## config.mk

```make
export PLATFORM = sky130hd
export DESIGN_NAME = lab3_cache_mem_arbiter
export DESIGN_NICKNAME = d
export VERILOG_FILES = /design/src/rtl/lab3_cache_mem_arbiter.sv
export SDC_FILE = /design/constraint.sdc
export NUM_CORES = 1
export LEC_CHECK = 0
export CORE_AREA = 10 10 144 146
export CTS_CLUSTER_DIAMETER = 40
export CTS_CLUSTER_SIZE = 25
export DETAILED_ROUTE_END_ITERATION = 6
export DIE_AREA = 0 0 154 156
export HOLD_SLACK_MARGIN = 0.03
export PLACE_DENSITY = 0.64
export SYNTH_ARGS = -nofsm -noshare
export SYNTH_HDL_FRONTEND = slang
export SYNTH_SLANG_ARGS = --single-unit
```

## constraint.sdc

```tcl
create_clock -name clk -period 2.4 [get_ports clk]
set_input_delay 0.36 -clock clk [delete_from_list [all_inputs] [get_ports clk]]
set_output_delay 0.36 -clock clk [all_outputs]
set_load 0.05 [all_outputs]
```

## src/rtl/lab3_cache_mem_arbiter.sv

```systemverilog
// Two-port round-robin arbiter sharing one memory port between two caches.
// A small ID FIFO remembers who issued each request so in-order responses route back.
module lab3_cache_mem_arbiter #(
  parameter int p_max_inflight = 4,
  parameter int p_req_nbits    = 77,
  parameter int p_resp_nbits   = 47
) (
  input  logic                              clk,
  input  logic                              reset,

  input  logic                              req0_val,
  output logic                              req0_rdy,
  input  logic [p_req_nbits-1:0]            req0_msg,
  input  logic                              req1_val,
  output logic                              req1_rdy,
  input  logic [p_req_nbits-1:0]            req1_msg,

  output logic                              resp0_val,
  input  logic                              resp0_rdy,
  output logic [p_resp_nbits-1:0]           resp0_msg,
  output logic                              resp1_val,
  input  logic                              resp1_rdy,
  output logic [p_resp_nbits-1:0]           resp1_msg,

  output logic                              mem_req_val,
  input  logic                              mem_req_rdy,
  output logic [p_req_nbits-1:0]            mem_req_msg,
  input  logic                              mem_resp_val,
  output logic                              mem_resp_rdy,
  input  logic [p_resp_nbits-1:0]           mem_resp_msg,

  output logic [$clog2(p_max_inflight):0]   inflight
);

  localparam int c_ptr_nbits = $clog2(p_max_inflight);
  localparam int c_cnt_nbits = c_ptr_nbits + 1;
  localparam logic [c_cnt_nbits-1:0] c_full_count = c_cnt_nbits'(p_max_inflight);

  logic                   prio_reg, prio_next;
  logic [c_ptr_nbits-1:0] head_ptr_reg, head_ptr_next;
  logic [c_ptr_nbits-1:0] tail_ptr_reg, tail_ptr_next;
  logic [c_cnt_nbits-1:0] count_reg, count_next;
  logic [p_max_inflight-1:0] id_vec;

  logic full, empty;
  logic grant_val, grant_id;
  logic req_fire, resp_fire;
  logic head_id;

  assign full  = (count_reg == c_full_count);
  assign empty = (count_reg == '0);

  // Both valid: the pointer decides; otherwise the lone valid requester wins.
  always_comb begin
    grant_val = req0_val | req1_val;
    grant_id  = 1'b0;
    if (req0_val && req1_val) grant_id = prio_reg;
    else if (req1_val)        grant_id = 1'b1;
  end

  assign mem_req_val = reset & grant_val & ~full;
  assign mem_req_msg = grant_id ? req1_msg : req0_msg;
  assign req0_rdy    = reset & grant_val & ~grant_id & mem_req_rdy & ~full;
  assign req1_rdy    = reset & grant_val &  grant_id & mem_req_rdy & ~full;
  assign req_fire    = mem_req_val & mem_req_rdy;

  assign head_id      = id_vec[head_ptr_reg];
  assign resp0_val    = reset & mem_resp_val & ~empty & ~head_id;
  assign resp1_val    = reset & mem_resp_val & ~empty &  head_id;
  assign resp0_msg    = mem_resp_msg;
  assign resp1_msg    = mem_resp_msg;
  assign mem_resp_rdy = reset & ~empty & (head_id ? resp1_rdy : resp0_rdy);
  assign resp_fire    = mem_resp_val & mem_resp_rdy;

  always_comb begin
    prio_next     = prio_reg;
    head_ptr_next = head_ptr_reg;
    tail_ptr_next = tail_ptr_reg;
    count_next    = count_reg;
    if (req_fire) begin
      prio_next     = ~grant_id;
      tail_ptr_next = tail_ptr_reg + 1'b1;
    end
    if (resp_fire) head_ptr_next = head_ptr_reg + 1'b1;
    if (req_fire && !resp_fire)      count_next = count_reg + 1'b1;
    else if (!req_fire && resp_fire) count_next = count_reg - 1'b1;
  end

  always_ff @(posedge clk or negedge reset) begin
    if (!reset) begin
      prio_reg     <= 1'b0;
      head_ptr_reg <= '0;
      tail_ptr_reg <= '0;
      count_reg    <= '0;
    end else begin
      prio_reg     <= prio_next;
      head_ptr_reg <= head_ptr_next;
      tail_ptr_reg <= tail_ptr_next;
      count_reg    <= count_next;
    end
  end

  // One flop per FIFO slot; the tail pointer selects which slot captures the grant.
  genvar gi;
  generate
    for (gi = 0; gi < p_max_inflight; gi++) begin : g_id_slot
      localparam logic [c_ptr_nbits-1:0] c_idx = c_ptr_nbits'(gi);
      logic slot_reg;

      always_ff @(posedge clk or negedge reset) begin
        if (!reset)                            slot_reg <= 1'b0;
        else if (req_fire && tail_ptr_reg == c_idx) slot_reg <= grant_id;
      end

      assign id_vec[gi] = slot_reg;
    end
  endgenerate

  assign inflight = count_reg;

endmodule

```

# After elaboration in Yosys (flattened, before gate mapping)
# Index checks and enable logic that the tools add are counted.
# totals
mem_bits_ro	0
ff_bits	12
word_cells	58
in_bits	209
memories	0
output_inout_bits	180
ramBits	0
latchBits	0
# op_classes
n_shift	0
n_bitwise	21
div	0
mul	0
magnitude_cmp	1
mux	8
n_reduce_logical	12
n_eq_ne	4
n_addsub	4
# op_table
cell	n
$mux 77	1
$and 1x1->1	16
$logic_and 1x1->1	7
$mux 3	2
$add 2x1->2 const B	2
$eq 2x2->1 const B	2
$mux 1	4
$not 1->1	4
$add 3x1->3 const B	1
$eq 3x3->1 const B	1
$logic_not 3->1	1
$lt 2x3->1 const B	1
$sub 3x1->3 const B	1
$bmux 1 s2	1
$eq 2x1->1 const B	1
$logic_not 1->1	2
$logic_not 2->1	1
$reduce_bool 2->1	1
$or 1x1->1	1

# Logic depth before layout (Yosys ltp)
# Gate-level depths: netlist of the first run.
# depth
word_depth	8
depth_mapped	10
ltp_nobuf	10

# Worst setup path after synthesis of the first run
# Ideal clock, no wire load.
# synth_path
kind	register to register
from	register count_reg[0], in the netlist inflight[0]
to	register count_reg[2], in the netlist inflight[2]
arrival_ns	2.660
path_buffers	0
required_time_ns	2.317
setup_time_ns	0.083
period_less_slack_ns	2.743
slack_ns	-0.343
path_stages_with_launch	11
cell_sequence	dfrtp_1 > nor2_1 > a21oi_2 > nand2_2 > inv_4 > ha_1 > inv_1 > fa_1 > xor2_1 > nor2_1 > xor2_1
# synth_between
word_cells_on_any_way	18
classes_between	add/sub (2); eq/ne (1); mux (2); bitwise (7); reduce/logical (6)
# synth_rtl
element	line_no	rtl
from (decl)	42	logic [c_cnt_nbits-1:0] count_reg, count_next;
from (signal assigned)	99	count_reg <= count_next;
$eq 3x3->1 (*)	50	assign full = (count_reg == c_full_count);
$not 1->1 (*)	61	assign mem_req_val = reset & grant_val & ~full;
$and 1x1->1 (*)	61	
via mem_req_val	25	output logic mem_req_val,
$and 1x1->1 (*)	65	assign req_fire = mem_req_val & mem_req_rdy;
via req_fire	47	logic req_fire, resp_fire;
$logic_not 1->1	86	else if (!req_fire && resp_fire) count_next = count_reg - 1'b1;
$logic_and 1x1->1	86	
$reduce_bool 2->1 (no line)	--	
# The timed path passes the listed nets; every way through them passes the cells marked *. The select of a mux whose other input is x is not followed.
# A chain may end at the register's enable or synchronous reset.

# Final worst setup path of the first run
# layout_path
from	register head_ptr_reg[1]
to	register count_reg[1], in the netlist inflight[1]
# layout_between
elab_chain_cells	8
word_cells_on_any_way	10
classes_between	mux (4); bitwise (2); reduce/logical (4)
# layout_rtl
element	line_no	rtl
from (decl)	40	logic [c_ptr_nbits-1:0] head_ptr_reg, head_ptr_next;
from (signal assigned)	97	head_ptr_reg <= head_ptr_next;
$bmux 1 s2	67	assign head_id = id_vec[head_ptr_reg];
$mux 1 (not written as such)	67	
$mux 1	72	assign mem_resp_rdy = reset & ~empty & (head_id ? resp1_rdy : resp0_rdy);
$and 1x1->1	72	
$and 1x1->1	73	assign resp_fire = mem_resp_val & mem_resp_rdy;
$logic_not 1->1	85	if (req_fire && !resp_fire) count_next = count_reg + 1'b1;
$logic_and 1x1->1	85	
$mux 3	85	
via count_next[1]	42	
# The timed path passes the listed nets, and every way through them passes these cells. The select of a mux whose other input is x is not followed.

==> key figures, run 1 <==
Run status
  – Status: finished, final reports clean

GRT
  – Largest net degree at the start of global routing: 48
  – Vias in the first global route: ~3000
  – Overflow after GRT: 0
  – Initial antenna violation count: 0
  – Global-route wire length before repair: between 15000 and 20000 um
  – GRT Total Usage: under 10%

Power and ir drop
  – Switching power: around 1.7 mW
  – Reg power frac: 11.7%
  – Logic pwr share: 79.3%
  – Int Power: 1.96 mW
  – VDD IR-drop max: 0.334 mV
  – Total power: 3.70 mW
  – Switching Fraction: 47.0%
  – Pwr/cell area: roughly 700 nW/um^2
  – Clk pwr share: 9.1%
  – Leakage: approximately 2.5 nW

Final layout
  – Area occupied by registers: 303 um^2
  – Most frequent cells in the layout: nand2_1, clkdlybuf4s50_1, buf_12
  – Largest register FFs: 4
  – Share of layout cells above drive strength 1: 20.4%
  – Layout Utilization: a little under a third
  – Multi-input logic area: ~1300 um^2
  – Commonest non-fill, non-tap cell in the layout: nand2_1
  – N_diodes: 0
  – Finished Cell Area: 5440 um^2
  – Area growth, synth to finish: 129%
  – Nets@finish: a little under 800
  – Final-layout fill cell count: between 1500 and 2000

Place
  – Placed cell areas: around 5400 um^2
  – Post-DP HPWL: 11500 um
  – Placer Congestion: 0.726
  – Buffers on Ports: 247

Setup path
  – Crit-path slowest cell: dfrtp_1
  – Worst stage delay on the critical path: 400 ps
  – R2r setup slk: roughly 130 ps
  – CP required: ~2500 ps
  – Arrival @ worst endpoint: around 2400 ps
  – Cell repeated most along the worst path: mux2i_1
  – R2R depth: 8
  – Crit path launch type: register
  – Critical Path Sink Type: register
  – CP Cell Sequence: mux2i_1 -> mux2i_2 -> mux2i_1 -> or2_1 -> ha_1 -> inv_1 -> fa_1 -> mux2_2
  – Max FO, Critical Path: 3
  – Setup CP Type: register to register

Timing
  – Setup TNS: 0 ps
  – WHS: 508 ps
  – Slew headroom: 66.0%
  – Worst Skew: roughly 1.2 ps
  – Slew @ Worst Pin: 508 ps
  – Max-slew violation count: 0
  – Final hold viol count: 0
  – Post-route minimum period: roughly 2300 ps
  – Max Clock Freq: 440 MHz
  – Final period util: 94.7%
  – Unrepaired setup endpoints after global routing: no
  – Setup violations, final: 0

Logic synthesis
  – Syn Nets: just over 600
  – Sequential cell area fraction in the yosys report: 12.7%
  – Syn Area/Cell: 5.83 um^2
  – Cell Area, Synth: 2370 um^2
  – Cells after Synth: 407
  – Yosys top cell by area: nand2_1
  – Synth cell types: 28
  – Syn. warnings: 0
  – Top-area cell type share of the netlist area: 37.3%
  – Top cells by area, synth: nand2_1, buf_4, dfrtp_1
  – Synth Register Bits: 12

Die
  – Die area: 24000 um^2
  – Row count: 49
  – Ports: 389
  – Initial Util: 13.3%
  – CORE AREA: 17800 um^2
  – Die Wd: 154 um
  – Die H: ~160 um

Hold path
  – Tightest Hold Check Type: register to register
  – Hold Crit Depth: 1

Route
  – WL final: 13000 um
  – Initial DRC Count: 120
  – Antenna Nets Post-Route: 0
  – # DRC: 0
  – Pre-antenna DRT Iters: 4
  – WL/cell: between 15 and 20 um
  – Vias per Instance: 3.62
  – Via count: between 2000 and 3000

Clock network
  – Post-CTS setup repair buffer count: 0
  – Clk sinks: 12
  – Cts bufs inserted: 3
  – Cts hold-fix bufs: 0
  – Worst-Skew Late Latency: 240 ps
  – Cts repair resizes: 0
  – Clock Path Buffers: 2
  – Clock-pin slew on the worst setup and hold paths: 40 ps
  – Number of H-tree levels: 1
  – CTS tree: done
  – Clock Tree Root: clkbuf_16

Job
  – Total of max-cap violations: 0
## cell usage after synthesis, drive strengths merged
cell	count
xnor2	2
fa	1
inv	5
a21oi	2
o31ai	2
o311ai	1
dfrtp	12
or2	1
nand2	237
clkbuf	11
nor3b	1
buf	100
o21a	1
mux2	5
ha	5
nor2b	1
o21ai	4
mux2i	6
nor2	7
xor2	3
## metrics by stage
step / setup slack (ps) / std cells
CTS: 114 / 788
global route: 26.9 / 788
detailed placement: 57.3 / 784
floorplan: 12.2 / 407
global placement: 82.5 / 784
finish: 128 / 788
## metal layers
layer | up-vias | track usage (%) | part of all wire [%]
met1 | 1167 | 8.43 | 31
met3 | 46 | 6.51 | 16
li1 | 1437 | - | -
met2 | 199 | 17.2 | 49
met4 | 0 | 4.45 | 4.1
met5 | - | 0 | 0
## path summary, 6_finish.rpt
| kind | from | endpoint |
|---|---|---|
| worst min-delay path | g_id_slot[2].slot_reg | g_id_slot[2].slot_reg |
| worst max-delay path | head_ptr_reg[1] | inflight[1] |
| worst max register to register | head_ptr_reg[1] | inflight[1] |
| min in group asynchronous | reset | inflight[2] |
| max in group asynchronous | reset | inflight[0] |
| worst min register to register | g_id_slot[2].slot_reg | g_id_slot[2].slot_reg |
## worst max-delay path, delay by kind of cell, from the launching register on
kind / cells / cell delay [ps]
DFF: 1 / 400
buffers and inverters: 1 / 70
and+or+nand+nor: 1 / 220
muxes: 4 / 880
adders and majority gates: 2 / 590
## area by class of cell
type / count / share of cell area, %
Clock buffer: 4 / 1.63
Inverter: 5 / 0.391
Multi-Input combinational cell: 279 / 23.8
Sequential cell: 12 / 5.57
Tap cell: 229 / 5.27
Timing Repair Buffer: 259 / 63.3
## power by group through the flow
stage | registers (mW) | clock network [mW] | logic (mW)
after global placement | 0.430 | 0 | 2.95
after floorplan | 0.494 | 0 | 1.79
after global routing | 0.448 | 0.356 | 3.09
final | 0.431 | 0.336 | 2.93
after detailed placement | 0.430 | 0 | 2.97
after CTS | 0.431 | 0.344 | 2.98
## kinds of logic (layout without fill, tap and decap cells)
kind of cell	after synthesis	count (layout)	synth area share, %
compound gates	10	10	3.06
mux	11	11	5.69
simple gates	247	247	39.7
buf+inv	116	268	33.5
fa+ha+maj	6	6	3.48
flops	12	12	12.7
xor+xnor	5	5	1.85
Power figures use the tool's default switching activity.
==> inputs of run 2 (changes only) <==
--- a/config.mk
+++ b/config.mk
@@ -5,13 +5,14 @@
 export SDC_FILE = /design/constraint.sdc
 export NUM_CORES = 1
 export LEC_CHECK = 0
-export CORE_AREA = 10 10 144 146
+export CAP_MARGIN = 25
+export CORE_AREA = 10 10 141 143
 export CTS_CLUSTER_DIAMETER = 40
 export CTS_CLUSTER_SIZE = 25
 export DETAILED_ROUTE_END_ITERATION = 6
-export DIE_AREA = 0 0 154 156
+export DIE_AREA = 0 0 151 153
 export HOLD_SLACK_MARGIN = 0.03
-export PLACE_DENSITY = 0.64
+export PLACE_DENSITY = 0.66
 export SYNTH_ARGS = -nofsm -noshare
 export SYNTH_HDL_FRONTEND = slang
 export SYNTH_SLANG_ARGS = --single-unit
==> constraint.sdc (replaced) <==
create_clock -name clk -period 2.7 [get_ports clk]
set_input_delay 0.405 -clock clk [delete_from_list [all_inputs] [get_ports clk]]
set_output_delay 0.405 -clock clk [all_outputs]
set_load 0.05 [all_outputs]
==> run 2 against run 1 <==
Net effect: clock skew hardly changed; hold slack better by 19 ps; worst setup slack better by 220 ps; wire length fell by 5.4%.
==> key figures, run 2 (synthesis results as in run 1) <==
Die
  – CORE AREA: 17100 um^2
  – Die Wd: 151 um
  – Ports: 389
  – Die area: 23100 um^2
  – Die H: 153 um
  – Row count: 48
  – Initial Util: 13.9%

Final layout
  – Commonest non-fill, non-tap cell in the layout: nand2_1
  – Area growth, synth to finish: 127%
  – Final-layout fill cell count: 1777
  – N_diodes: 0
  – Layout Utilization: 31.6%
  – Area occupied by registers: 300 um^2
  – Most frequent cells in the layout: nand2_1, clkdlybuf4s50_1, buf_12
  – Multi-input logic area: 1300 um^2
  – Share of layout cells above drive strength 1: between 15 and 20%
  – Nets@finish: 772
  – Largest register FFs: 4

Timing
  – Unrepaired setup endpoints after global routing: no
  – Post-route minimum period: 2350 ps
  – Setup violations, final: 0
  – Slew headroom: 65.4%
  – Worst Skew: about 1.6 ps
  – Max Clock Freq: 425 MHz
  – Final period util: 87.1%
  – Max-slew violation count: 0
  – Slew @ Worst Pin: 517 ps
  – Final hold viol count: 0
  – Setup TNS: 0 ps

Clock network
  – Cts hold-fix bufs: 0
  – CTS tree: done
  – Post-CTS setup repair buffer count: 0
  – Cts repair resizes: 0
  – Clock Tree Root: clkbuf_16
  – Cts bufs inserted: 3
  – Clock-pin slew on the worst setup and hold paths: 40 ps
  – Clk sinks: 12
  – Clock Path Buffers: 2
  – Number of H-tree levels: 1
  – Worst-Skew Late Latency: ~240 ps

Setup path
  – CP Cell Sequence: mux2i_1 -> mux2i_2 -> mux2i_1 -> or2_1 -> ha_1 -> inv_1 -> fa_1 -> mux2_2
  – Crit path launch type: register
  – Arrival @ worst endpoint: about 2500 ps
  – FF-to-FF End: inflight[1]
  – Buffers & Inverters on Critical Path: 1
  – Worst stage delay on the critical path: 410 ps
  – CP required: 2830 ps
  – R2R depth: 8
  – Critical Path Sink Type: register
  – CP top delay family: multiplexers
  – Crit-path slowest cell: fa_1
  – Setup CP Type: register to register
  – R2r setup slk: 350 ps
  – Reg-to-reg critical path startpoint: head_ptr_reg[1]
  – Cell repeated most along the worst path: mux2i_1
  – Max FO, Critical Path: 3

GRT
  – Overflow after GRT: 0
  – GRT Total Usage: 9.51%
  – Initial antenna violation count: 0
  – Global-route wire length before repair: roughly 17000 um
  – Largest net degree at the start of global routing: 44
  – Vias in the first global route: 3070

Run status
  – Status: finished, final reports clean

Power and ir drop
  – Reg power frac: 11.6%
  – Logic pwr share: 79.2%
  – Pwr/cell area: 610 nW/um^2
  – Int Power: 1.73 mW
  – VDD IR-drop max: roughly 0.30 mV
  – Switching power: between 1.5 and 2 mW
  – Switching Fraction: 47.4%
  – Clk pwr share: 9.3%
  – Leakage: roughly 2.5 nW

Place
  – Buffers on Ports: 247
  – Post-DP HPWL: 10800 um
  – Placer Congestion: 0.780

Route
  – Antenna Nets Post-Route: 0
  – Highest routed layer: met4
  – Via count: 2901
  – Vias per Instance: between 3 and 4
  – WL final: between 10000 and 15000 um
  – Metal3 WL: 1820 um
  – Initial DRC Count: 92
  – Met2 WL post-DR: 6150 um
  – Wire length on met1: 3800 um
  – # DRC: 0
  – Pre-antenna DRT Iters: 4
  – WL/cell: 15.7 um

Hold path
  – Hold EP: head_ptr_reg[1]
  – Tightest Hold Check Type: register to register
  – Worst hold start: head_ptr_reg[1]
  – Hold Crit Depth: 1

Job
  – Total of max-cap violations: 0
==> run 2: cell count changes in the layout (fill, tap and decap cells not counted), sizes merged <==
cell  change
buf       -3
==> run 2: routing by layer <==
| metal | GRT usage [%] | vias to the layer above |
|---|---|---|
| li1 | - | 1435 |
| met1 | 8.25 | 1197 |
| met2 | 17.4 | 210 |
| met3 | 5.08 | 59 |
| met4 | 4.31 | 0 |
| met5 | 0 | - |
==> run 2: worst register-to-register path, cell delays in order (launching register included) <==
cell and delay (ps):
dfrtp_1 400, mux2i_1 340, mux2i_2 160, mux2i_1 160, or2_1 230, ha_1 210
inv_1 70, fa_1 410, mux2_2 270
==> run 2: through the flow <==
step | area (um^2) | std cells | worst slack, ps | power, mW | hold slack [ps]
after global routing | 5400 | 781 | 206 | 3.45 | 544
after floorplan | 2380 | 407 | 103 | 2.03 | 109
final | 5400 | 781 | 350 | 3.29 | 527
after detailed placement | 5310 | 777 | 174 | 3.01 | 510
after CTS | 5400 | 781 | 330 | 3.33 | 528
after global placement | 5310 | 777 | 221 | 2.99 | 502
==> run 2: power groups by stage <==
stage / registers, mW / logic (mW) / clock network, mW
after floorplan: 0.436 / 1.59 / 0
after global routing: 0.398 / 2.74 / 0.313
final: 0.381 / 2.61 / 0.305
after global placement: 0.382 / 2.61 / 0
after CTS: 0.380 / 2.64 / 0.309
after detailed placement: 0.380 / 2.63 / 0
==> run 2: area by class of cell <==
class | count | share of cell area [%]
Clock buffer | 4 | 1.65
Inverter | 5 | 0.394
Multi-Input combinational cell | 279 | 24.0
Sequential cell | 12 | 5.56
Tap cell | 225 | 5.22
Timing Repair Buffer | 256 | 63.1
==> run 2: how the worst max path moves through the flow <==
stage | start | slack, ps | depth (start not counted) | endpoint
after floorplan | inflight[0] | 100 | 10 | inflight[2]
after global placement | req1_val | 220 | 11 | inflight[2]
after detailed placement | req1_val | 170 | 11 | inflight[2]
after CTS | head_ptr_reg[1] | 330 | 8 | inflight[1]
after global routing | head_ptr_reg[1] | 210 | 10 | inflight[2]
final | head_ptr_reg[1] | 350 | 8 | inflight[1]
==> inputs of run 3 (changes only) <==
==> config.mk (replaced) <==
export PLATFORM = sky130hd
export DESIGN_NAME = lab3_cache_mem_arbiter
export DESIGN_NICKNAME = d
export VERILOG_FILES = /design/src/rtl/lab3_cache_mem_arbiter.sv
export SDC_FILE = /design/constraint.sdc
export NUM_CORES = 1
export LEC_CHECK = 0
export ABC_AREA = 1
export CAP_MARGIN = 30
export CORE_AREA = 10 10 145 147
export CTS_CLUSTER_DIAMETER = 40
export CTS_CLUSTER_SIZE = 25
export DETAILED_ROUTE_END_ITERATION = 6
export DIE_AREA = 0 0 155 157
export HOLD_SLACK_MARGIN = 0.03
export PLACE_DENSITY = 0.64
export SYNTH_ARGS = -nofsm -noshare
export SYNTH_HDL_FRONTEND = slang
export SYNTH_SLANG_ARGS = --single-unit
==> run 3 against run 2 <==
Net effect: first-iteration DRC count is 49% lower; combinational power is 3% higher; total power is 0.50% higher; clock power is 12% lower; count of clock-buffer cells in the layout is 1 lower; worst setup slack better by 75 ps; global-route usage is 0.73 points lower; area after synthesis is 3.5% higher; critical endpoint is now inflight[2]; final cell count is 4.1% higher; wire length is 2.7% lower.
==> key figures, run 3 <==
Clock network
  – Cts repair resizes: 0
  – Cts bufs inserted: 3
  – CTS tree: done
  – Clock Path Buffers: 2
  – Worst-Skew Late Latency: 240 ps
  – Clk sinks: 12
  – Post-CTS setup repair buffer count: 0
  – Cts hold-fix bufs: 0
  – Number of H-tree levels: 1
  – Clock Tree Root: clkbuf_16
  – Clock-pin slew on the worst setup and hold paths: 40 ps

Route
  – Antenna Nets Post-Route: 0
  – Met2 WL post-DR: 6000 um
  – # DRC: 0
  – Highest routed layer: met4
  – Metal3 WL: just over 2000 um
  – Wire length on met1: ~3800 um
  – Pre-antenna DRT Iters: 5
  – WL final: 11900 um
  – WL/cell: 14.7 um
  – Vias per Instance: 3.61
  – Initial DRC Count: 47
  – Via count: 2935

Logic synthesis
  – Synth Register Bits: 12
  – Sequential cell area fraction in the yosys report: 12.2%
  – Yosys top cell by area: nand2_1
  – Synth cell types: 25
  – Top cells by area, synth: nand2_1, buf_4, dfrtp_1
  – Syn Nets: 648
  – Syn Area/Cell: 5.67 um^2
  – Count leader, synth: nand2_1
  – Post-synth EDFFs: 0
  – Synth top cells by count: nand2_1, buf_4, inv_1
  – Post-synth ARST share: 100%
  – Cells after Synth: 433
  – Ys flop type: dfrtp_1
  – Syn. warnings: 0
  – Top-area cell type share of the netlist area: a little under two fifths
  – Cell Area, Synth: 2460 um^2

Power and ir drop
  – VDD IR-drop max: 0.563 mV
  – Pwr/cell area: 610 nW/um^2
  – Leakage: between 2 and 3 nW

Die
  – Ports: between 300 and 400
  – Die area: approximately 24000 um^2
  – Initial Util: 13.4%
  – Die H: 157 um
  – CORE AREA: 18300 um^2
  – Row count: 50
  – Die Wd: 155 um

GRT
  – Vias in the first global route: around 3100
  – GRT Total Usage: 8.78%
  – Initial antenna violation count: 0
  – Largest net degree at the start of global routing: 44
  – Overflow after GRT: 0
  – Global-route wire length before repair: 17300 um

Setup path
  – R2r setup slk: 620 ps
  – Crit path launch type: input port
  – Crit-path slowest cell: clkdlybuf4s50_1
  – CP Cell Sequence: clkdlybuf4s50_1 -> o21ai_0 -> nor2_4 -> nand2_2 -> clkinv_4 -> ha_1 -> inv_1 -> fa_1 -> a21oi_1 -> o21ai_0 -> xor2_1
  – Worst stage delay on the critical path: about 530 ps
  – Cell repeated most along the worst path: o21ai_0
  – Arrival @ worst endpoint: about 2400 ps
  – Critical Path Sink Type: register
  – Max FO, Critical Path: 7
  – CP required: roughly 2800 ps
  – Setup CP Type: input port to register

Timing
  – Slew @ Worst Pin: 517 ps
  – Slack of the critical path: 425 ps
  – Post-route minimum period: 2280 ps
  – Max Clock Freq: 440 MHz
  – Setup violations, final: 0
  – Worst Skew: 1.86 ps
  – Final period util: 84.3%
  – Max-slew violation count: 0
  – Setup TNS: 0 ps
  – Slew headroom: 65.4%
  – Final hold viol count: 0
  – Unrepaired setup endpoints after global routing: no

Run status
  – Status: finished, final reports clean

Hold path
  – Tightest Hold Check Type: register to register

Final layout
  – Share of layout cells above drive strength 1: about a fifth
  – Area growth, synth to finish: 121%
  – Commonest non-fill, non-tap cell in the layout: nand2_1
  – Largest register FFs: 4
  – N_diodes: 0
  – Nets@finish: approximately 800
  – Most frequent cells in the layout: nand2_1, clkdlybuf4s50_1, buf_12

Place
  – Post-DP HPWL: between 10000 and 15000 um
  – Worst slack at placement: ~150 ps
  – Placer Congestion: about 0.76
  – Buffers on Ports: 247

Job
  – Total of max-cap violations: 0
run 3: area by class of cell:
type,instances,area [um^2]
Inverter,18,72.6
Sequential cell,12,300
Timing Repair Buffer,254,3410
Clock buffer,3,75.1
Fill cell,1966,12900
Tap cell,234,293
Multi-Input combinational cell,292,1280
run 3: cell families after synthesis:
family | after synthesis | share of synthesized area, %
AO/OA/AOI/OAI | 12 | 2.75
XOR/XNOR | 4 | 1.43
buffers and inverters | 129 | 36.1
flip-flops | 12 | 12.2
AND/OR/NAND/NOR | 269 | 43.7
multiplexers | 1 | 0.458
adder cells (fa/ha/maj) | 6 | 3.36
run 3: critical path, delay by kind of cell:
| kind | cells | cell delay, ps |
|---|---|---|
| adders and majority gates | 2 | 520 |
| xor gates and xnor gates | 1 | 150 |
| and+or+nand+nor | 2 | 220 |
| AOI/OAI and AO/OA | 3 | 410 |
| buffers and inverters | 3 | 660 |
run 3: path summary, 6_finish.rpt:
kind,from,cells after the start,end
worst max register to register,inflight[0],11,inflight[2]
worst max-delay path,reset,11,inflight[2]
max in group asynchronous,reset,2,g_id_slot[0].slot_reg
worst min register to register,g_id_slot[1].slot_reg,2,g_id_slot[1].slot_reg
worst min-delay path,g_id_slot[1].slot_reg,2,g_id_slot[1].slot_reg
min in group asynchronous,reset,2,inflight[0]
run 3: layer usage:
layer / global-route usage, % / vias up
li1: - / 1493
met1: 7.86 / 1202
met2: 15.8 / 230
met3: 6.71 / 10
met4: 1.03 / 0
met5: 0 / -
run 3: where the power goes:
part           switching, mW  internal [mW]
clock                 0.0741          0.193
sequential            0.0813          0.266
combinational           1.47           1.23
total                   1.63           1.68
run 3: through the flow:
step                util, %  power (mW)  cell area, um^2  std cells  hold WS [ps]
detailed placement     29.2        3.08             5350        810           493
CTS                    29.6        3.36             5430        813           502
finish                 29.6        3.31             5430        813           501
floorplan                 -        2.07             2460        433           109
global route           29.6        3.51             5430        813           521
global placement       29.2        3.06             5350        810           479
